==> src/rtl/alu_op_sequencer.sv <==
// Command FIFO + settle/capture sequencer driving the 4-bit board ALU.
// Optional `ALU_SEQ_CHAIN_EN: chained commands take X from the last captured F.
module alu_op_sequencer #(
  parameter int FIFO_DEPTH    = 4,
  parameter int SETTLE_CYCLES = 1
) (
  input  logic       clk,
  input  logic       rst_n,
  input  logic       cmd_valid,
  output logic       cmd_ready,
  input  logic [3:0] cmd_x,
  input  logic [3:0] cmd_y,
  input  logic [1:0] cmd_op,
  input  logic       cmd_m0,
  input  logic       cmd_chain,
  output logic [3:0] alu_x,
  output logic [3:0] alu_y,
  output logic [1:0] alu_s,
  output logic       alu_m0,
  input  logic [3:0] alu_f,
  input  logic [3:0] alu_flags,
  output logic       rsp_valid,
  input  logic       rsp_ready,
  output logic [3:0] rsp_f,
  output logic [3:0] rsp_flags,
  output logic [7:0] rsp_tag,
  output logic [7:0] op_count
);

  localparam int AW = $clog2(FIFO_DEPTH);
  localparam int CW = (SETTLE_CYCLES > 1) ? $clog2(SETTLE_CYCLES) : 1;
`ifdef ALU_SEQ_CHAIN_EN
  localparam int EW = 12;
`else
  localparam int EW = 11;
`endif

  localparam logic [1:0] IDLE = 2'd0;
  localparam logic [1:0] WAIT = 2'd1;
  localparam logic [1:0] RESP = 2'd2;

  logic [EW-1:0] mem [FIFO_DEPTH];
  logic [AW-1:0] wr_ptr;
  logic [AW-1:0] rd_ptr;
  logic [AW:0]   count;
  logic [EW-1:0] entry_in;
  logic [EW-1:0] head;
  logic [3:0]    ld_x;
  logic [1:0]    state;
  logic [CW-1:0] cnt;
  logic          full;
  logic          empty;
  logic          push;
  logic          pop;
  logic          hs;

  assign full      = (count == (AW+1)'(FIFO_DEPTH));
  assign empty     = (count == '0);
  assign cmd_ready = !full;
  assign push      = cmd_valid && !full;
  assign hs        = (state == RESP) && rsp_valid && rsp_ready;
  assign pop       = !empty && ((state == IDLE) || hs);
  assign head      = mem[rd_ptr];

`ifdef ALU_SEQ_CHAIN_EN
  assign entry_in = {cmd_chain, cmd_m0, cmd_op, cmd_y, cmd_x};
  assign ld_x     = head[11] ? rsp_f : head[3:0];
`else
  logic chain_unused;
  assign chain_unused = cmd_chain;
  assign entry_in = {cmd_m0, cmd_op, cmd_y, cmd_x};
  assign ld_x     = head[3:0];
`endif

  always_ff @(posedge clk) begin
    if (push) mem[wr_ptr] <= entry_in;
  end

  always_ff @(posedge clk or negedge rst_n) begin
    if (!rst_n) begin
      wr_ptr <= '0;
      rd_ptr <= '0;
      count  <= '0;
    end else begin
      if (push) wr_ptr <= wr_ptr + 1'b1;
      if (pop)  rd_ptr <= rd_ptr + 1'b1;
      unique case ({push, pop})
        2'b10:   count <= count + 1'b1;
        2'b01:   count <= count - 1'b1;
        default: ;
      endcase
    end
  end

  always_ff @(posedge clk or negedge rst_n) begin
    if (!rst_n) begin
      state     <= IDLE;
      cnt       <= '0;
      alu_x     <= '0;
      alu_y     <= '0;
      alu_s     <= '0;
      alu_m0    <= 1'b0;
      rsp_valid <= 1'b0;
      rsp_f     <= '0;
      rsp_flags <= '0;
      rsp_tag   <= '0;
      op_count  <= '0;
    end else begin
      // Every pop starts a new settle window on fresh ALU inputs.
      if (pop) begin
        alu_x  <= ld_x;
        alu_y  <= head[7:4];
        alu_s  <= head[9:8];
        alu_m0 <= head[10];
        cnt    <= '0;
      end
      unique case (state)
        IDLE: if (pop) state <= WAIT;
        WAIT: begin
          if (cnt == CW'(SETTLE_CYCLES - 1)) begin
            rsp_f     <= alu_f;
            rsp_flags <= alu_flags;
            rsp_tag   <= op_count;
            rsp_valid <= 1'b1;
            state     <= RESP;
          end else begin
            cnt <= cnt + 1'b1;
          end
        end
        RESP: begin
          if (hs) begin
            rsp_valid <= 1'b0;
            op_count  <= op_count + 1'b1;
            state     <= pop ? WAIT : IDLE;
          end
        end
        default: state <= IDLE;
      endcase
    end
  end

endmodule

==> config.mk <==
export PLATFORM = sky130hd
export DESIGN_NAME = alu_op_sequencer
export DESIGN_NICKNAME = d
export VERILOG_FILES = /design/src/rtl/alu_op_sequencer.sv
export SDC_FILE = /design/constraint.sdc
export NUM_CORES = 1
export LEC_CHECK = 0
export ABC_AREA = 1
export BUFFER_PORTS_ARGS = -buffer_cell sky130_fd_sc_hd__buf_2
export CELL_PAD_IN_SITES_DETAIL_PLACEMENT = 0
export CELL_PAD_IN_SITES_GLOBAL_PLACEMENT = 2
export CORE_MARGIN = 2
export CORE_UTILIZATION = 35
export CTS_CLUSTER_DIAMETER = 30
export CTS_CLUSTER_SIZE = 25
export DETAILED_ROUTE_END_ITERATION = 8
export GPL_TIMING_DRIVEN = 0
export PLACE_DENSITY = 0.87
export SYNTH_ARGS = -nofsm -noshare
export SYNTH_HDL_FRONTEND = slang
export SYNTH_SLANG_ARGS = --single-unit
==> constraint.sdc <==
create_clock -name clk -period 5.3 [get_ports clk]
set_clock_uncertainty 0.15 [all_clocks]
set_input_delay 0.53 -clock clk [delete_from_list [all_inputs] [get_ports clk]]
set_output_delay 0.53 -clock clk [all_outputs]
set_load 0.02 [all_outputs]
==> flow_summary.yaml, run 1 <==
power:
  ir_drop_mv: 0.199
  switchingPower_mw: 1.05
  pwr-share-comb_pct: 40.1
  p_total_mw: 2.63
  p_sw_share_pct: 39.8
  p_int_mw: 1.58
  seqPwrFrac_pct: 40.6
  powerDensity_mw_per_mm2: 586
  leakage_nw: 2.13
  power.share.clock_pct: 19.3
clock_tree:
  clk-insertion-delay-late_ns: 0.36
  cts_tree: "done"
  path_clk_slew_ns: 0.09
  clock_path_buffers: 2
  cts-htree-levels: 3
  cts_hold_buf: 0
  cts.sinks: 90
  postCtsSetupBuffers: 0
  cts-resized-gates: 0
  cts-root-buf: "clkbuf_8"
  cts_buffers: 9
synthesis:
  syn_area_per_cell_sq_um: 10.6
  synth_fa_ha_area_share_pct: 2.50
  synth_top_family_by_area: "simple AND/OR/NAND/NOR gates"
  ys_ff_latch: 90
  synth_compound_gate_area_share_pct: 5.46
  ys_seq_area_share_pct: 65.0
  yosysUniqueCellTypes: 24
  syn_area_sq_mm: 0.00380
  synthCells: 359
  yosysWarningCount: 0
  yosys.area_share.xor_xnor_pct: 2.07
  synth-simple-area-share_pct: 19.0
  syn_nets: 390
  muxShareOfSynthArea_pct: 0
setup_path:
  critPathArrivalTime_ns: 2.37
  endpoint_kind: "register"
  critPathLaunchType: "register"
  crit_fanout: 10
  critical_path_required_ns: 5.39
  worstSetupPathType: "reg -> reg"
grt:
  grt_pass1_wl_microns: 12100
  grt_max_degree: 47
  groute.usage.overall_pct: 13.9
  grt-ovfl-total: 0
  grt_pass1_vias: 2439
  antenna_found_initial: 0
sta:
  finalMaxSlewViolations: 0
  hold_viol_final: 0
  worst_pin_slew_ns: 1.10
  hold_slack_ns: 0.198
  max_clock_freq_mhz: 438
  rsz0062_at_grt: "no"
  finalCritPeriodShare_pct: 43.1
  finalSetupViolations: 0
  setup_tns_ns: 0
  relSlewSlack_pct: 26.3
  period_needed_ns: 2.28
floorplan:
  io_pins: 61
  die_area_sq_mm: 0.0117
  die-height_microns: 108
  core_sq_mm: 0.0107
  start_util_pct: 35.5
  std_cell_rows: 38
  chipWidth_microns: 108
layout:
  diodes: 0
  final_common_cell: "nand2_1"
  mostFrequentLayoutCells: "nand2_1 (114), buf_2 (64), dfrtp_1 (46), edfxtp_1 (44)"
  area_growth_pct: 18.1
  nFillCells: 1041
  drive_gt1_share_pct: 22.4
  nNetsFinal: 460
drt:
  num_vias: 2561
  drc_errors: 0
  first_pass_iters: 4
  wl_microns: 7650
  wl_per_cell_microns: 13.3
  drt_iter0_markers: 89
  ant_nets: 0
  viasPerCell: 4.46
run:
  drv_cap: 0
placement:
  io_buffers: 59
  globalplace.congestion: 0.776
  dpl.hpwl_microns: 5160
worst_hold_path:
  holdCritPathClass: "in -> async"
run_status:
  outcome: "finished, final reports clean"
[cell families (layout without fill, tap and decap cells)]
kind of cell / Yosys count / after routing
AND/OR/NAND/NOR: 172 / 172
flip-flops: 90 / 90
adder cells (fa/ha/maj): 7 / 7
AO/OA/AOI/OAI: 33 / 33
XOR/XNOR: 9 / 9
buffers and inverters: 48 / 123
[metal layers]
metal | vias up | GRT usage, % | routed length, microns
li1 | 1299 | - | -
met3 | 10 | 2.35 | 253
met2 | 42 | 22.3 | 3520
met5 | - | 0 | 0
met1 | 1210 | 18.0 | 3730
met4 | 0 | 7.78 | 150
[Yosys cell counts]
cell type,number,area share (%)
o211ai_1,11,2.2
ha_1,6,2.0
buf_8,1,0.39
a21oi_1,4,0.53
buf_2,5,0.66
xor2_1,7,1.6
fa_1,1,0.53
o21ai_2,4,0.92
nand4_4,1,0.56
xnor2_1,2,0.46
dfrtp_1,46,30
nor2_1,34,3.4
nand2_1,114,11
nand3_4,1,0.46
nand3_1,17,2.2
o21ai_0,14,1.8
buf_6,1,0.30
clkbuf_1,1,0.099
buf_4,5,0.99
inv_1,34,3.4
nor2_4,2,0.59
nand2_2,3,0.49
edfxtp_1,44,35
inv_4,1,0.16
[cell type report]
type                    instances  area, sq um  area share [%]
plain buffers                  13         92.6            2.06
clock buffers                  10          128            2.84
clock inverters                 6         88.8            1.98
inverters                      35          134            2.98
multi-input cells             221         1100            24.6
flip-flops and latches         90         2470            55.1
well taps                     140          175            3.90
repair buffers                 59          295            6.58
[worst max-delay path, stage by stage, from the launching register on]
cell and delay [ns]:
dfrtp_1 0.43, inv_1 0.09, nand3_1 0.12, nand3_4 0.15, inv_4 0.05, buf_8 0.14
ha_1 0.22, fa_1 0.38, a21oi_1 0.15, o21ai_0 0.13, xor2_1 0.16
[worst paths after layout]
| kind | from | to | slack [ns] | cells past startpoint |
|---|---|---|---|---|
| hold reg to reg | rsp_f[1] | rsp_f[1] | 0.32 | 2 |
| hold / removal | rst_n | rsp_tag[5] | 0.20 | 1 |
| min in group clk | cmd_m0 | mem[2][10] | 0.23 | 1 |
| max in group asynchronous | rst_n | rsp_valid | 4.16 | 1 |
| setup / recovery | count[0] | count[2] | 3.02 | 10 |
| setup reg to reg | count[0] | count[2] | 3.02 | 10 |
[power by group through the flow]
stage / clock network, mW / registers, mW / logic, mW
floorplan: 0 / 1.19 / 0.625
global placement: 0 / 1.08 / 1.06
finish: 0.507 / 1.07 / 1.05
detailed placement: 0 / 1.08 / 1.08
CTS: 0.522 / 1.07 / 1.08
global route: 0.548 / 1.09 / 1.20
[registers in the layout (all words and copies together), names as in the netlist]
name and cells:
alu_x 4, rsp_valid 1, op_count 8, rsp_flags 4, cnt 1, alu_m0 1, alu_s 2, mem 44
rsp_tag 8, rsp_f 4, count 3, alu_y 4, rd_ptr 2, wr_ptr 2, state 2
[stage by stage]
| step | instance area (sq um) | instances | util, % | setup WS, ns |
|---|---|---|---|---|
| after floorplan | 3800 | 359 | - | 3.14 |
| after global placement | 4270 | 558 | 39.9 | 2.89 |
| after detailed placement | 4270 | 558 | 39.9 | 2.83 |
| after CTS | 4490 | 574 | 42.0 | 2.99 |
| after global routing | 4490 | 574 | 42.0 | 2.84 |
| final | 4490 | 574 | 42.0 | 3.02 |
Note: power is estimated with default switching activity, not from simulation.
==> inputs of run 2 (changes only) <==
Settings changed: CORE_UTILIZATION 35 to 32, PLACE_DENSITY 0.87 to 0.84.
Clock period 5.3 ns to 2 ns, I/O delays scaled along.
==> run 2 against run 1 <==
The run now ends with design-rule violations left. Clock power rose to 2.9 times the previous value. Largest power group is now combinational cells. Critical endpoint unchanged. Die area grew 9.0%. Worst setup slack got worse by 2.9 ns. Register-to-register slack got worse by 2.9 ns.
==> flow_summary.yaml, run 2 (synthesized netlist as in run 1, its figures left out) <==
layout:
  drive_gt1_share_pct: 26.1
  final_common_cell: "nand2_1"
  diodes: 0
  nNetsFinal: 486
  fin_cells: 603
  final_area_sq_mm: 0.00484
  mostFrequentLayoutCells: "nand2_1 (113), buf_2 (64), edfxtp_1 (44), dfrtp_1 (43)"
  largest_reg_flops: 44
  top_register: "mem"
  area_growth_pct: 27.2
  reg_top3: "mem x44, op_count x8, rsp_tag x8"
  final_util_pct: 42.0
clock_tree:
  cts-htree-levels: 3
  clock_path_buffers: 2
  cts_buffers: 9
  cts_tree: "done"
  path_clk_slew_ns: 0.06
  clk-insertion-delay-late_ns: 0.33
  cts.sinks: 90
  cts-root-buf: "clkbuf_16"
setup_path:
  reg2reg_from: "count[2]"
  crit_chain: "inv_2 > nand3_4 > nand3_4 > inv_6 > ha_4 > fa_2 > a21oi_2 > o21ai_1 > xor2_1"
  critical_path_required_ns: 2.07
  crit_end: "count[2]"
  critPathLaunchType: "register"
  regToRegSetupSlack_ns: 0.08
  crit_top_cell: "nand3_4"
  cp.depth: 9
  worstSetupPathType: "reg -> reg"
  critPathTopFamily: "adder cells"
  slowest_delay_ns: 0.41
  r2r_end: "count[2]"
  endpoint_kind: "register"
  ff2ff_path_depth: 9
  critPathArrivalTime_ns: 1.99
  cpMaxStageDelayCell: "dfrtp_1"
  critPathLaunch: "count[2]"
  crit_fanout: 12
  crit_buf_inv: 2
sta:
  finalMaxSlewViolations: 0
  period_needed_ns: 1.92
  finalCritPeriodShare_pct: 96.0
  hold_viol_final: 0
  max_clock_freq_mhz: 521
  relSlewSlack_pct: 29.7
  finalSetupViolations: 0
  worst_pin_slew_ns: 1.05
  setup_tns_ns: 0
drt:
  first_pass_iters: 6
  wl_per_cell_microns: 13.5
  num_vias: 2655
  viasPerCell: 4.40
  ant_nets: 0
  drc_errors: 4
  drt_iter0_markers: 162
  wl_microns: 8120
power:
  p_total_mw: 7.38
  powerDensity_mw_per_mm2: 1530
  ir_drop_mv: 0.487
  leakage_nw: 2.25
floorplan:
  die_area_sq_mm: 0.0128
  chipWidth_microns: 113
  io_pins: 61
  core_sq_mm: 0.0115
  std_cell_rows: 39
  start_util_pct: 33.0
  die-height_microns: 113
grt:
  grt-ovfl-total: 0
  antenna_found_initial: 0
  grt_pass1_wl_microns: 13200
  grt_max_degree: 47
  groute.usage.overall_pct: 13.6
  grt_pass1_vias: 2621
placement:
  place_area_sq_mm: 0.00429
  io_buffers: 59
  globalplace.congestion: 0.733
  numPlacedInstances: 561
  dpl.hpwl_microns: 5440
run:
  drv_cap: 0
worst_hold_path:
  holdCritPathClass: "in -> reg"
  holdPathStages: 4
run_status:
  outcome: "finished with violations"
  violations: "design-rule violations"
## run 2: cell count changes in the layout (fill, tap and decap cells not counted), moves of 4 or more
cell | before | now
inv_1 | 34 | 30
clkbuf_16 | 0 | 9
clkbuf_8 | 9 | 0
inv_2 | 0 | 4
buf_4 | 5 | 12
nor2_1 | 34 | 30
dlygate4sd3_1 | 0 | 20
nor2_2 | 0 | 4
## run 2: metrics by stage
stage / hold WS [ns] / setup slack, ns
floorplan: -0.246 / 0.00143
global placement: 0.263 / -0.177
detailed placement: 0.269 / -0.198
CTS: 0.0709 / -0.139
global route: 0.0802 / -0.0255
finish: 0.0828 / 0.0803
## run 2: power by group
part	switching [mW]	internal, mW
clock	0.662	0.830
sequential	0.310	2.54
combinational	1.94	1.10
total	2.91	4.47
## run 2: timing repair
item	in CTS	in global routing
hold buffers	20	0
buffers inserted	4	3
endpoints found under the setup margin	46	35
endpoints found under the hold margin	98	0
resized for setup	4	11
pin swaps	1	2
## run 2: worst min-delay path: cells and delay by family
family / cells / cell delay [ns]
AND/OR/NAND/NOR: 2 / 0.12
buffers and inverters: 1 / 0.12
AO/OA/AOI/OAI: 1 / 0.08
## run 2: final cells by class
class / count / area [sq um]
sequential: 90 / 2480
tap: 143 / 179
clock inverter: 6 / 33.8
fill: 1096 / 6680
timing repair buffer: 86 / 548
multi-input combinational: 221 / 1160
clock buffer: 10 / 229
inverter: 35 / 136
buffer: 12 / 77.6
## run 2: how the worst min path moves through the flow
stage                            to       from  slack [ns]
after CTS                  state[1]  rsp_ready        0.07
after floorplan              alu_m0      rst_n       -0.25
final                      state[1]  rsp_ready        0.08
after global placement    mem[1][0]   cmd_x[0]        0.26
after detailed placement  mem[1][0]   cmd_x[0]        0.27
after global routing       state[1]  rsp_ready        0.08
## run 2: per-layer routing
layer | up-vias | global-route usage, % | routed length, microns
met5 | - | 0 | 0
met4 | 0 | 6.10 | 138
met3 | 8 | 2.73 | 255
met2 | 39 | 22.0 | 3940
met1 | 1256 | 17.9 | 3780
li1 | 1352 | - | -
